### config.mk
export PLATFORM = sky130hd
export DESIGN_NAME = accum_sequencer
export DESIGN_NICKNAME = d
export VERILOG_FILES = /design/src/rtl/accum_sequencer.sv
export SDC_FILE = /design/constraint.sdc
export NUM_CORES = 1
export LEC_CHECK = 0
export BUFFER_PORTS_ARGS = -buffer_cell sky130_fd_sc_hd__clkbuf_2
export CORE_MARGIN = 5
export CORE_UTILIZATION = 60
export CTS_BUF_LIST = sky130_fd_sc_hd__clkbuf_8
export CTS_CLUSTER_SIZE = 20
export DETAILED_ROUTE_END_ITERATION = 7
export PLACE_DENSITY_LB_ADDON = 0.12
export SYNTH_ARGS = -nofsm -noshare
export SYNTH_HDL_FRONTEND = slang
export SYNTH_SLANG_ARGS = --single-unit
### constraint.sdc
create_clock -name clk -period 7 [get_ports clk]
set_clock_uncertainty 0.15 [all_clocks]
set_input_delay 1.75 -clock clk [delete_from_list [all_inputs] [get_ports clk]]
set_output_delay 1.75 -clock clk [all_outputs]
set_load 0.02 [all_outputs]
### src/rtl/accum_sequencer.sv
// Time-multiplexed neuron accumulator: latches one product vector and sums its
// leading n_eff elements through a single shared sign-magnitude qadd adder.

`ifndef MAX_NEURONS
`define MAX_NEURONS 4
`endif

module qadd #(
  parameter int WIDTH = 32
) (
  input  logic [WIDTH-1:0] i_a,
  input  logic [WIDTH-1:0] i_b,
  output logic [WIDTH-1:0] o_sum
);
  logic             w_sa, w_sb, w_sign;
  logic [WIDTH-2:0] w_ma, w_mb, w_mag;

  assign w_sa = i_a[WIDTH-1];
  assign w_sb = i_b[WIDTH-1];
  assign w_ma = i_a[WIDTH-2:0];
  assign w_mb = i_b[WIDTH-2:0];

  // Like signs add magnitudes (carry out is dropped); unlike signs subtract the
  // smaller magnitude from the larger and keep the larger operand's sign.
  always_comb begin
    // NOTE: every comb output gets a default first so no path can infer a latch.
    w_sign = w_sa;
    w_mag  = '0;
    if (w_sa == w_sb) begin
      w_mag = w_ma + w_mb;
    end else if (w_ma >= w_mb) begin
      w_mag = w_ma - w_mb;
    end else begin
      w_mag  = w_mb - w_ma;
      w_sign = w_sb;
    end
    if (w_mag == '0) w_sign = 1'b0;
  end

  assign o_sum = {w_sign, w_mag};
endmodule

module accum_sequencer #(
  parameter int N_ELEM = `MAX_NEURONS,
  parameter int WIDTH  = 32,
  parameter int CNT_W  = $clog2(N_ELEM + 1)
) (
  input  logic                         clk,
  input  logic                         rst,
  input  logic                         in_valid,
  output logic                         in_ready,
  input  logic [N_ELEM-1:0][WIDTH-1:0] vector1,
  input  logic [CNT_W-1:0]             n_active,
  output logic [WIDTH-1:0]             out,
  output logic                         out_valid,
  input  logic                         out_ready,
  output logic                         busy
);
  localparam int IDX_W = (N_ELEM > 1) ? $clog2(N_ELEM) : 1;

  typedef enum logic [1:0] {S_IDLE, S_ACC, S_DONE} state_t;

  state_t                      r_state, w_next;
  logic [N_ELEM-1:0][WIDTH-1:0] r_vec;
  logic [WIDTH-1:0]            r_sum;
  logic [CNT_W-1:0]            r_idx, r_n_eff;
  logic [CNT_W-1:0]            w_n_eff;
  logic [WIDTH-1:0]            w_qsum;
  logic [IDX_W-1:0]            w_sel;
  logic                        w_accept;

  assign w_n_eff  = (n_active > CNT_W'(N_ELEM)) ? CNT_W'(N_ELEM) : n_active;
  assign w_accept = in_valid && (r_state == S_IDLE);
  assign w_sel    = r_idx[IDX_W-1:0];

  qadd #(.WIDTH(WIDTH)) u_qadd (
    .i_a   (r_sum),
    .i_b   (r_vec[w_sel]),
    .o_sum (w_qsum)
  );

  always_ff @(posedge clk or posedge rst) begin
    // NOTE: sequential state uses non-blocking <= so every flop samples pre-edge values.
    if (rst) r_state <= S_IDLE;
    else     r_state <= w_next;
  end

  always_comb begin
    w_next = r_state;
    case (r_state)
      S_IDLE: if (in_valid) w_next = (w_n_eff <= CNT_W'(1)) ? S_DONE : S_ACC;
      S_ACC:  if (r_idx == r_n_eff - CNT_W'(1)) w_next = S_DONE;
      S_DONE: if (out_ready) w_next = S_IDLE;
      default: w_next = S_IDLE;
    endcase
  end

  always_comb begin
    in_ready  = (r_state == S_IDLE);
    out_valid = (r_state == S_DONE);
    busy      = (r_state != S_IDLE);
  end

  // NOTE: the element store has no reset; it is only read after an accept has loaded it.
  always_ff @(posedge clk) begin
    if (w_accept) r_vec <= vector1;
  end

  always_ff @(posedge clk or posedge rst) begin
    if (rst) begin
      r_sum   <= '0;
      r_idx   <= '0;
      r_n_eff <= '0;
    end else if (w_accept) begin
      r_n_eff <= w_n_eff;
      r_idx   <= CNT_W'(1);
      r_sum   <= (w_n_eff == '0) ? '0 : vector1[0];
    end else if (r_state == S_ACC) begin
      r_sum <= w_qsum;
      r_idx <= r_idx + CNT_W'(1);
    end
  end

  assign out = r_sum;
endmodule
==> results.sh <==
export IMPL_gp_congestion=0.981
export IMPL_yosysTopAreaCell="edfxtp_1"
export IMPL_netlist_area_leader_share_pct=32.3
export IMPL_cts_num_sinks=168
export IMPL_postSynthAreaPerCell_um2=9.97
export IMPL_hold_buffers=0
export IMPL_max_freq_ghz=0.161
export IMPL_place_worst_setup_slack_ns=0.966
export IMPL_setup_viol=0
export IMPL_cts_made_buffers=17
export IMPL_nets=1577
export IMPL_synthFlopType="edfxtp_1"
export IMPL_drv_cap=0
export IMPL_cts_setup_buffers=0
export IMPL_worst_slew_pin_transition_ns=1.28
export IMPL_cts_buffer_depth=2
export IMPL_row_count=51
export IMPL_drive_above_1_share_pct=20.4
export IMPL_worstReg2RegStart="r_idx[0]"
export IMPL_cts_resized_gates=0
export IMPL_grt_max_degree=88
export IMPL_dieArea_um2=22700
export IMPL_final_common_cell="clkbuf_2"
export IMPL_synth_top_family_by_area="compound AO/OA/AOI/OAI gates"
export IMPL_synth_area_um2=11900
export IMPL_num_io_pins=170
export IMPL_dpl_hpwl_um=27200
export IMPL_whs_path_depth=2
export IMPL_finalSetupTns_ns=0
export IMPL_critPathKind="reg2reg"
export IMPL_cp_arrival_ns=6.40
export IMPL_cts_tree="built"
export IMPL_endpoint_kind="flop"
export IMPL_area_growth_pct=12.6
export IMPL_yosys_area_share_simple_pct=12.5
export IMPL_synth_edf_count=128
export IMPL_grt_pass1_wl_um=56300
export IMPL_final_cell_mix="169 x clkbuf_2, 128 x edfxtp_1, 122 x a21oi_1, 103 x ha_1, 98 x inv_1"
export IMPL_period_share_pct=88.7
export IMPL_vias=10400
export IMPL_rsz0062_at_grt="false"
export IMPL_layout_setup_ws_ns=0.792
export IMPL_die_w_um=151
export IMPL_grtUsageTotal_pct=32.0
export IMPL_first_global_vias=10300
export IMPL_antenna_cells=0
export IMPL_finalHoldViolations=0
export IMPL_dieHeight_um=151
export IMPL_required_ns=7.19
export IMPL_ys_seq_elements=168
export IMPL_startpoint_type="flop"
export IMPL_synth_compound_area_share_pct=20.5
export IMPL_status="complete, no violations"
export IMPL_io_buffers=169
export IMPL_r2r_slack_ns=0.79
export IMPL_worstPathMaxFanout=14
export IMPL_drtIter0Drc=1295
export IMPL_drc=0
export IMPL_hold_path_startpoint="r_n_eff[2]"
export IMPL_drt_wl_total_um=35800
export IMPL_max_slew_margin_rel_pct=12.4
export IMPL_syn_nets=1433
export IMPL_wl_per_cell_um=22.2
export IMPL_path_clk_slew_ns=0.11
export IMPL_grt_ovfl_total=0
export IMPL_reg2regPathDepth=15
export IMPL_final_cells=1614
export IMPL_dr_pass1_iters=8
export IMPL_yosysSeqAreaShare_pct=40.7
export IMPL_drv_slew=0
export IMPL_fin_crit_ns=6.21
export IMPL_async_reset_ff_share_pct=23.8
export IMPL_netlist_instances=1192
export IMPL_synth_xor_area_share_pct=2.50
export IMPL_clk_latency_ns=0.49
export IMPL_hp_class="reg2reg"
export IMPL_vias_per_cell=6.46
export IMPL_antenna_found_initial=0
export IMPL_initial_core_util_pct=61.1
export IMPL_htree_levels=4
export IMPL_synthAdderAreaFrac_pct=11.3
export IMPL_core_um2=19500
export IMPL_place_inst=1582
export IMPL_clockRootBuffer="clkbuf_8"
export IMPL_synthMuxAreaShare_pct=6.92
export IMPL_ys_top_cells_by_area="edfxtp_1 32%, ha_1 11%, dfrtp_1 8.4%"
export IMPL_ant_nets=0
export IMPL_ys_types=78
export IMPL_yosys_warnings=0
export IMPL_r2r_end="out[31]"
export IMPL_whs_endpoint="r_n_eff[2]"
## how the worst max path moves through the flow
| stage | start | end |
|---|---|---|
| 6_report | r_idx[0] | out[31] |
| 5_1_grt | r_idx[0] | out[31] |
| 4_1_cts | r_idx[0] | out[31] |
| 3_5_place_dp | r_idx[0] | out[31] |
| 3_3_place_gp | r_idx[0] | out[31] |
| 2_1_floorplan | in_valid | out[11] |
## Yosys cell counts, drive strengths merged (8+ instances only)
cell	number
a2111oi	11
a211oi	12
a21oi	122
a22o	9
a22oi	9
a31oi	9
buf	20
clkbuf	46
dfrtp	40
edfxtp	128
ha	103
inv	98
mux2i	8
mux4	32
nand2	81
nand2b	19
nand3	17
nand4	18
nor2	77
nor2b	12
nor3	22
nor4	17
o211ai	16
o21a	16
o21ai	87
o21bai	10
o31ai	12
xnor2	24
xor2	10
## through the flow
stage / utilization [%] / cell area, µm² / hold WS [ns]
floorplan: - / 11900 / 0.316
global placement: 66.8 / 13000 / 0.335
detailed placement: 66.8 / 13000 / 0.343
CTS: 68.8 / 13400 / 0.364
global route: 68.8 / 13400 / 0.421
finish: 68.8 / 13400 / 0.365
## layer usage
metal | share of wire (%) | GRT usage, % | up-vias | wire length, µm
met3 | 8.6 | 6.16 | 101 | 3070
li1 | - | - | 4734 | -
met4 | 3.2 | 10.6 | 0 | 1160
met5 | 0 | 0 | - | 0
met2 | 46 | 49.5 | 574 | 16300
met1 | 42 | 45.6 | 5016 | 15200
## sequential cells by signal, summed over array words and instances (netlist names)
name and flops:
r_idx 3, r_state 2, r_n_eff 3, r_vec 128
out 32
## kinds of logic after synthesis
kind of cell	after synthesis
adder cells (fa/ha/maj)	106
buffers and inverters	164
flip-flops	168
AND/OR/NAND/NOR	300
AO/OA/AOI/OAI	378
XOR/XNOR	34
multiplexers	42
## critical path: stages (launching register included)
cell and delay, ns:
dfrtp_2 0.64, buf_4 0.39, mux4_2 0.60, ha_1 0.57
and4_1 0.31, nand2_1 0.14, a2111o_1 0.43, a21bo_2 0.35
nand2_1 0.29, buf_4 0.32, o2111ai_1 0.16, o311a_1 0.18
nor4_1 0.61, nand4_1 0.29, nor4b_2 0.45, a41oi_1 0.16
## area by class of cell
class,instances,area [µm²]
clock buffer,17,234
clock inverter,15,155
fill,1493,6070
inverter,98,373
multi-input combinational,860,6440
sequential,168,4850
tap,265,332
timing repair buffer,191,1010
Power is not shown: default switching activity piles up to over one toggle a cycle in this logic, so the estimate is an artifact.
